### src/rtl/pipeline_pkg.sv
// Shared pipeline definitions: IF/ID state encoding, the NOP constant, default widths
// and the decode bundle struct that the IF/ID and ID/EX registers both carry.
package pipeline_pkg;

  localparam int DEF_INSTR_W = 16;
  localparam int DEF_PC_W    = 32;

  localparam logic [DEF_INSTR_W-1:0] DEF_NOP_WORD = 16'h0000;

  typedef enum logic {
    IDLE     = 1'b0,
    WAIT_IMM = 1'b1
  } ifid_state_t;

  typedef struct packed {
    logic                   valid;
    logic [DEF_INSTR_W-1:0] instr;
    logic [DEF_INSTR_W-1:0] imm;
    logic [DEF_PC_W-1:0]    pc;
    logic [DEF_PC_W-1:0]    pc_next;
  } ifid_bundle_t;

endpackage

### src/rtl/sat_counter.sv
// Saturating up-counter with synchronous active-high clear; sticks at all-ones.
module sat_counter #(
  parameter int W = 16
) (
  input  logic         clk,
  input  logic         reset,
  input  logic         inc,
  output logic [W-1:0] count
);

  // NOTE: sequential state is written with non-blocking assignments only, so every
  // flop samples the pre-edge values regardless of block evaluation order.
  always_ff @(posedge clk) begin
    if (reset) begin
      count <= '0;
    end else if (inc && (count != '1)) begin
      count <= count + 1'b1;
    end
  end

endmodule

### src/rtl/fetch_decode_latch.sv
// IF/ID pipeline register: captures fetched halfwords and assembles two-word instructions.
// Optional performance counters (perf_bubbles, perf_flushes) under macro IFID_PERF_EN.
module fetch_decode_latch
  import pipeline_pkg::*;
#(
  parameter int                 INSTR_W  = DEF_INSTR_W,
  parameter int                 PC_W     = DEF_PC_W,
  parameter int                 LONG_BIT = 15,
  parameter logic [INSTR_W-1:0] NOP_WORD = INSTR_W'(DEF_NOP_WORD),
  parameter int                 PERF_W   = 16
) (
  input  logic               clk,
  input  logic               reset,
  input  logic               fetch_valid,
  input  logic [INSTR_W-1:0] instr_in,
  input  logic [PC_W-1:0]    pc_addr_in,
  input  logic [PC_W-1:0]    pc_next_in,
  input  logic               stall,
  input  logic               flush,
  output logic               valid_out,
  output logic [INSTR_W-1:0] instr_out,
  output logic [INSTR_W-1:0] imm_out,
  output logic [PC_W-1:0]    pc_out,
  output logic [PC_W-1:0]    pc_next_out,
  output logic               imm_pending
`ifdef IFID_PERF_EN
  ,
  output logic [PERF_W-1:0]  perf_bubbles,
  output logic [PERF_W-1:0]  perf_flushes
`endif
);

  ifid_state_t        state_q, state_d;
  logic               valid_d;
  logic [INSTR_W-1:0] instr_d, imm_d;
  logic [PC_W-1:0]    pc_d, pc_next_d;
  logic [INSTR_W-1:0] hold_word_q, hold_word_d;
  logic [PC_W-1:0]    hold_pc_q, hold_pc_d;

  // NOTE: every always_comb output is defaulted first (to its current value), so no
  // path leaves a signal unassigned and no latch is inferred.
  always_comb begin
    state_d     = state_q;
    valid_d     = valid_out;
    instr_d     = instr_out;
    imm_d       = imm_out;
    pc_d        = pc_out;
    pc_next_d   = pc_next_out;
    hold_word_d = hold_word_q;
    hold_pc_d   = hold_pc_q;

    if (flush) begin
      valid_d = 1'b0;
      instr_d = NOP_WORD;
      imm_d   = '0;
      state_d = IDLE;
    end else if (!stall) begin
      // Bubble unless a complete instruction is handed over below; PC outputs hold.
      valid_d = 1'b0;
      instr_d = NOP_WORD;
      imm_d   = '0;
      case (state_q)
        IDLE: begin
          if (fetch_valid) begin
            if (instr_in[LONG_BIT]) begin
              hold_word_d = instr_in;
              hold_pc_d   = pc_addr_in;
              state_d     = WAIT_IMM;
            end else begin
              valid_d   = 1'b1;
              instr_d   = instr_in;
              pc_d      = pc_addr_in;
              pc_next_d = pc_next_in;
            end
          end
        end
        WAIT_IMM: begin
          // The immediate word is taken verbatim; its top bit carries no meaning here.
          if (fetch_valid) begin
            valid_d   = 1'b1;
            instr_d   = hold_word_q;
            imm_d     = instr_in;
            pc_d      = hold_pc_q;
            pc_next_d = pc_next_in;
            state_d   = IDLE;
          end
        end
        default: state_d = IDLE;
      endcase
    end
  end

  always_ff @(posedge clk) begin
    if (reset) begin
      state_q     <= IDLE;
      valid_out   <= 1'b0;
      instr_out   <= NOP_WORD;
      imm_out     <= '0;
      pc_out      <= '0;
      pc_next_out <= '0;
      hold_word_q <= '0;
      hold_pc_q   <= '0;
    end else begin
      state_q     <= state_d;
      valid_out   <= valid_d;
      instr_out   <= instr_d;
      imm_out     <= imm_d;
      pc_out      <= pc_d;
      pc_next_out <= pc_next_d;
      hold_word_q <= hold_word_d;
      hold_pc_q   <= hold_pc_d;
    end
  end

  assign imm_pending = (state_q == WAIT_IMM);

`ifdef IFID_PERF_EN
  logic bubble_inc, flush_inc;

  assign bubble_inc = !reset && !flush && !stall && !valid_d;
  assign flush_inc  = !reset && flush;

  sat_counter #(.W(PERF_W)) u_bubble_cnt (
    .clk   (clk),
    .reset (reset),
    .inc   (bubble_inc),
    .count (perf_bubbles)
  );

  sat_counter #(.W(PERF_W)) u_flush_cnt (
    .clk   (clk),
    .reset (reset),
    .inc   (flush_inc),
    .count (perf_flushes)
  );
`endif

endmodule

### config.mk
export PLATFORM = sky130hd
export DESIGN_NAME = fetch_decode_latch
export DESIGN_NICKNAME = d
export VERILOG_FILES = /design/src/rtl/pipeline_pkg.sv /design/src/rtl/sat_counter.sv /design/src/rtl/fetch_decode_latch.sv
export SDC_FILE = /design/constraint.sdc
export NUM_CORES = 1
export LEC_CHECK = 0
export ABC_AREA = 1
export CELL_PAD_IN_SITES_DETAIL_PLACEMENT = 1
export CELL_PAD_IN_SITES_GLOBAL_PLACEMENT = 1
export CORE_MARGIN = 3
export CORE_UTILIZATION = 35
export CTS_CLUSTER_SIZE = 8
export DETAILED_ROUTE_END_ITERATION = 6
export MAX_ROUTING_LAYER = met4
export PLACE_DENSITY_LB_ADDON = 0.1
export SETUP_SLACK_MARGIN = 0.5
export SLEW_MARGIN = 20
export SYNTH_ARGS = -nofsm -noshare
export SYNTH_HDL_FRONTEND = slang
export SYNTH_SLANG_ARGS = --single-unit
### constraint.sdc
create_clock -name clk -period 3.29 [get_ports clk]
set_input_delay 0.658 -clock clk [delete_from_list [all_inputs] [get_ports clk]]
set_output_delay 0.658 -clock clk [all_outputs]
set_load 0.005 [all_outputs]
# Word level (Yosys, flattened, before mapping)
# Cells that the tools add are included.
[word_totals]
regBits = 146
inputBits = 85
out_inout_bits = 98
wordCells = 39
[classes]
n_eq_ne = 3
n_mux = 22
bitwise_logic = 3
n_reduce_logical = 3
[op_table]
columns = ["cell", "n"]
rows = [
  ["2-to-1 mux 32 bit", 6],
  ["one-hot mux 32 bit (2 select lines)", 2],
  ["2-to-1 mux 16 bit", 3],
  ["one-hot mux 16 bit (2 select lines)", 1],
  ["2-to-1 mux 15 bit", 2],
  ["AND reduction 5 bit", 2],
  ["2-to-1 mux 1 bit", 6],
  ["inequality test 2 bit, second input constant", 3],
  ["one-hot mux 1 bit (2 select lines)", 2],
  ["inverter 1 bit", 3],
  ["OR reduction 2 bit", 1],
]

# Longest topological paths before layout
[logic_depth]
ltp_word = 3
depth_mapped = 9
mapped_depth_nobuf = 6

# Least setup slack after synthesis
# Ideal clock, no wire load.
[synth_path]
kind = "input -> register"
startpoint = "in stall"
endpoint = "reg hold_word_q[10]"
setup_time_ns = 0.113
arrival_time_ns = 1.465
t_required_ns = 3.177
slack_ns = 1.712
cell_stages = 9
n_path_buf = 3
cell_sequence = "buf_4 > inv_2 > nand2_2 > nor2_4 > buf_6 > buf_6 > nand2_1 > nand2_1 > nor2_1"
[synth_via]
elab_chain_cells = 2
[synth_lines]
columns = ["element", "line", "source"]
rows = [
  ["start: declaration", "fetch_decode_latch.sv:18", "input logic stall,"],
  ["inverter 1 bit (no source line)", "-", ""],
  ["AND reduction 5 bit (no source line)", "-", ""],
  ["end signal: assignment", "fetch_decode_latch.sv:110", "hold_word_q <= hold_word_d;"],
  ["end: declaration", "fetch_decode_latch.sv:37", "logic [INSTR_W-1:0] hold_word_q, hold_word_d;"],
]
# No other way between the ends.
# A chain may end at the register's enable or synchronous reset.

# Worst setup path in the final report
[layout_path]
startpoint = "in fetch_valid"
endpoint = "reg pc_out[19]"
[layout_via]
elab_chain_cells = 2
elab_cells_between_ends = 3
[layout_lines]
columns = ["element", "line", "source"]
rows = [
  ["start: declaration", "fetch_decode_latch.sv:14", "input logic fetch_valid,"],
  ["inequality test 2 bit (no source line)", "-", ""],
  ["AND reduction 5 bit (no source line) *", "-", ""],
  ["end signal: assignment", "fetch_decode_latch.sv:108", "pc_out <= pc_d;"],
  ["end: declaration", "fetch_decode_latch.sv:23", "output logic [PC_W-1:0] pc_out,"],
]
# Every way passes the cells marked *; elsewhere a longest branch is shown, timed or not.

==> impl_metrics.csv <==
group,metric,value,unit
yosys,synth.avg_cell_area,6.368,µm²
critical_path,ff2ff_path_depth,7,
power,powerDensity,500.5,mW/mm²
worst_hold_path,hold_path_depth,2,
critical_path,required,3630,ps
yosys,synth-edff-count,0,
critical_path,r2r_start,"imm_pending",
critical_path,critPathMaxStageDelay,540,ps
floorplan,rows,48,
cts,path_clk_slew,60,ps
worst_hold_path,hold_class,"reg2reg",
cts,worstSkewPairLatency,410,ps
yosys,synth_commonest_cells,"nand2_1 (335), nor2_1 (269), dfxtp_1 (146), inv_1 (116), o21ai_0 (33)",
yosys,ys.flop_type,"dfxtp_1",
critical_path,crit_path_max_fanout,40,
yosys,async_flop_share,0,%
placed_design,portBuffers,182,
floorplan,start_util,36.26,%
global_route,antenna_found_initial,1,
yosys,yosys-top-cells-area,"dfxtp_1 (46%), nand2_1 (20%), nor2_1 (16%)",
cells_and_area,num-fill-cells,2307,
yosys,synth-seq-cells,146,
route,post-route-drc-count,0,
critical_path,critPathTopFamily,"buffers and inverters",
timing,setup_tns,0,ps
cells_and_area,syn2layout_area_growth,39.96,%
cts,cts_resized,0,
timing,fmax,489.9,MHz
critical_path,reg2reg_slack,1680,ps
yosys,yosys.area_share.xor_xnor,0,%
timing,period_minus_slack,2041,ps
critical_path,crit_path_start_kind,"input pin",
timing,skew,7.050,ps
critical_path,cp-end-kind,"flip-flop",
cts,cts_hold_buf,0,
yosys,synth.distinct_cells,18,
critical_path,arrival,2390,ps
cells_and_area,instances_no_fill,1396,
placed_design,dp_cells,1363,
global_route,grt_first_pass_wirelength,29820,µm
floorplan,die_x,141.0,µm
worst_hold_path,min_from,"imm_out[0]",
yosys,synth-simple-area-share,37.55,%
yosys,synthMostInstantiatedCell,"nand2_1",
yosys,synth_fa_ha_area_share,0,%
yosys,yosys_warnings,0,
critical_path,critPathSlowestCell,"clkdlybuf4s50_1",
yosys,synth_area,0.006381,mm²
floorplan,fp.coreArea,0.01760,mm²
timing,maxSlewHeadroom,46.65,%
placed_design,hpwlAfterDp,11750,µm
power,finalPower,4.470,mW
global_route,grt_usage,18.73,%
global_route,grt_max_degree,112,
cts,cts.sinks,146,
cts,cts_root_buf,"clkbuf_16",
floorplan,die_h,141.0,µm
yosys,synth_compound_area_share,4.078,%
power,ir_worst_vdd,405.6,µV
timing,rsz0062_at_grt,"no",
timing,setup_viol,0,
floorplan,dieArea,0.01989,mm²
route,wl_per_cell,12.79,µm
yosys,syn_nets,1087,
yosys,syn_inst,1002,
cts,cts_tree,"done",
critical_path,r2r_end,"pc_out[19]",
cts,cts_max_level,4,
route,wirelength,17860,µm
placed_design,place_congestion,0.7697,
yosys,synth_top_area_cell,"dfxtp_1",
route,drt-initial-drc-count,304,
route,vias,6235,
timing,slew_violations,0,
yosys,synth_top_area_share,45.80,%
critical_path,crit_type,"in2reg",
status,status,"finished clean",
timing,worst_pin_slew,799.5,ps
critical_path,crit_chain,"clkdlybuf4s50_1 > inv_2 > nor2_1 > nand3_4 > buf_4 > nand2_1 > nand2_1 > nor2_1",
yosys,synth_top_family_by_area,"simple AND/OR/NAND/NOR gates",
run,maxCapViolations,0,
critical_path,worst-path-buf-inv,3,
timing,whs,462.5,ps
cts,clockBufferDepth,2,
power,p_leak,4.096,nW
cts,cts_buffers,17,
global_route,overflow,0,
route,via_per_inst,4.466,
floorplan,ios,183,
route,drtAntennaViolNets,0,
route,dr.pass1.iters,4,
yosys,yosysSeqAreaShare,45.80,%
global_route,first_global_vias,6187,
cells_and_area,final_nets,1242,
yosys,synthMuxAreaShare,0,%
cts,post_cts_buffers,0,
timing,hold_viol_final,0,
cells_and_area,drive_above_1_share,4.106,%
worst_hold_path,hold_path_end,"imm_out[0]",
timing,min_period_over_period,62.04,%
[power breakdown]
| part | internal [mW] | total [mW] | switching (mW) |
|---|---|---|---|
| Clock | 1.46 | 2.19 | 0.738 |
| Combinational | 0.215 | 0.425 | 0.209 |
| Sequential | 1.82 | 1.85 | 0.0280 |
| Total | 3.49 | 4.47 | 0.975 |
[state kept, by name, indices dropped and copies added (netlist names)]
register     flops
hold_word_q     16
instr_out       16
hold_pc_q       32
pc_out          32
imm_out         16
imm_pending      1
valid_out        1
pc_next_out     32
[worst max-delay path by stage]
stage                     start         endpoint  cells past startpoint
detailed placement  fetch_valid       pc_out[14]                      8
global route        fetch_valid       pc_out[25]                      8
global placement    fetch_valid       pc_out[20]                      8
floorplan                 stall  hold_word_q[10]                      9
finish              fetch_valid       pc_out[19]                      8
CTS                 fetch_valid       pc_out[19]                      8
[metrics by stage]
stage,instance area [µm²],util [%],worst slack [ps]
2_1_floorplan,6381,-,1712
3_3_place_gp,8260,46.94,864.4
3_5_place_dp,8260,46.94,790.6
4_1_cts,8926,50.73,1223
5_1_grt,8929,50.74,1061
6_report,8931,50.75,1249
[worst register-to-register path, stage by stage, from the launching register on]
cell and delay, ps:
dfxtp_2 340, inv_2 120, nand2_1 100, nand3_4 270, buf_4 430, nand2_1 110
nand2_1 80, nor2_1 50
[area by class of cell]
type | instances | area, µm² | area share [%]
clock inverter | 10 | 205.2 | 2.298
tap | 225 | 281.5 | 3.152
clock buffer | 21 | 460.4 | 5.156
multi-input combinational | 680 | 2669 | 29.88
timing repair buffer | 192 | 1934 | 21.66
inverter | 120 | 451.7 | 5.057
sequential | 146 | 2924 | 32.74
antenna | 2 | 5.005 | 0.05604
[per-layer routing]
layer | GRT usage [%] | vias to the layer above | share of wire (%)
met5 | - | - | 0
met4 | 6.068 | 0 | 1.8
met3 | 3.731 | 22 | 4.1
met2 | 30.57 | 127 | 47
met1 | 23.36 | 2843 | 47
li1 | - | 3243 | -
[logic make-up after synthesis]
group,count (synthesis)
and+or+nand+nor,628
buffers and inverters,176
DFF,146
AOI/OAI and AO/OA,52
[cell usage in the layout, fill, tap and decap left out, drive strengths merged]
cell type and n:
clkdlybuf4s50 182, clkbuf 21, clkinvlp 2, o21ai 33
inv 118, buf 10, nor2 271, nand3 21
diode 2, a21oi 19, dfxtp 146, clkinv 4
bufinv 6, nand2 336
Note: power is estimated with default switching activity, not from simulation.
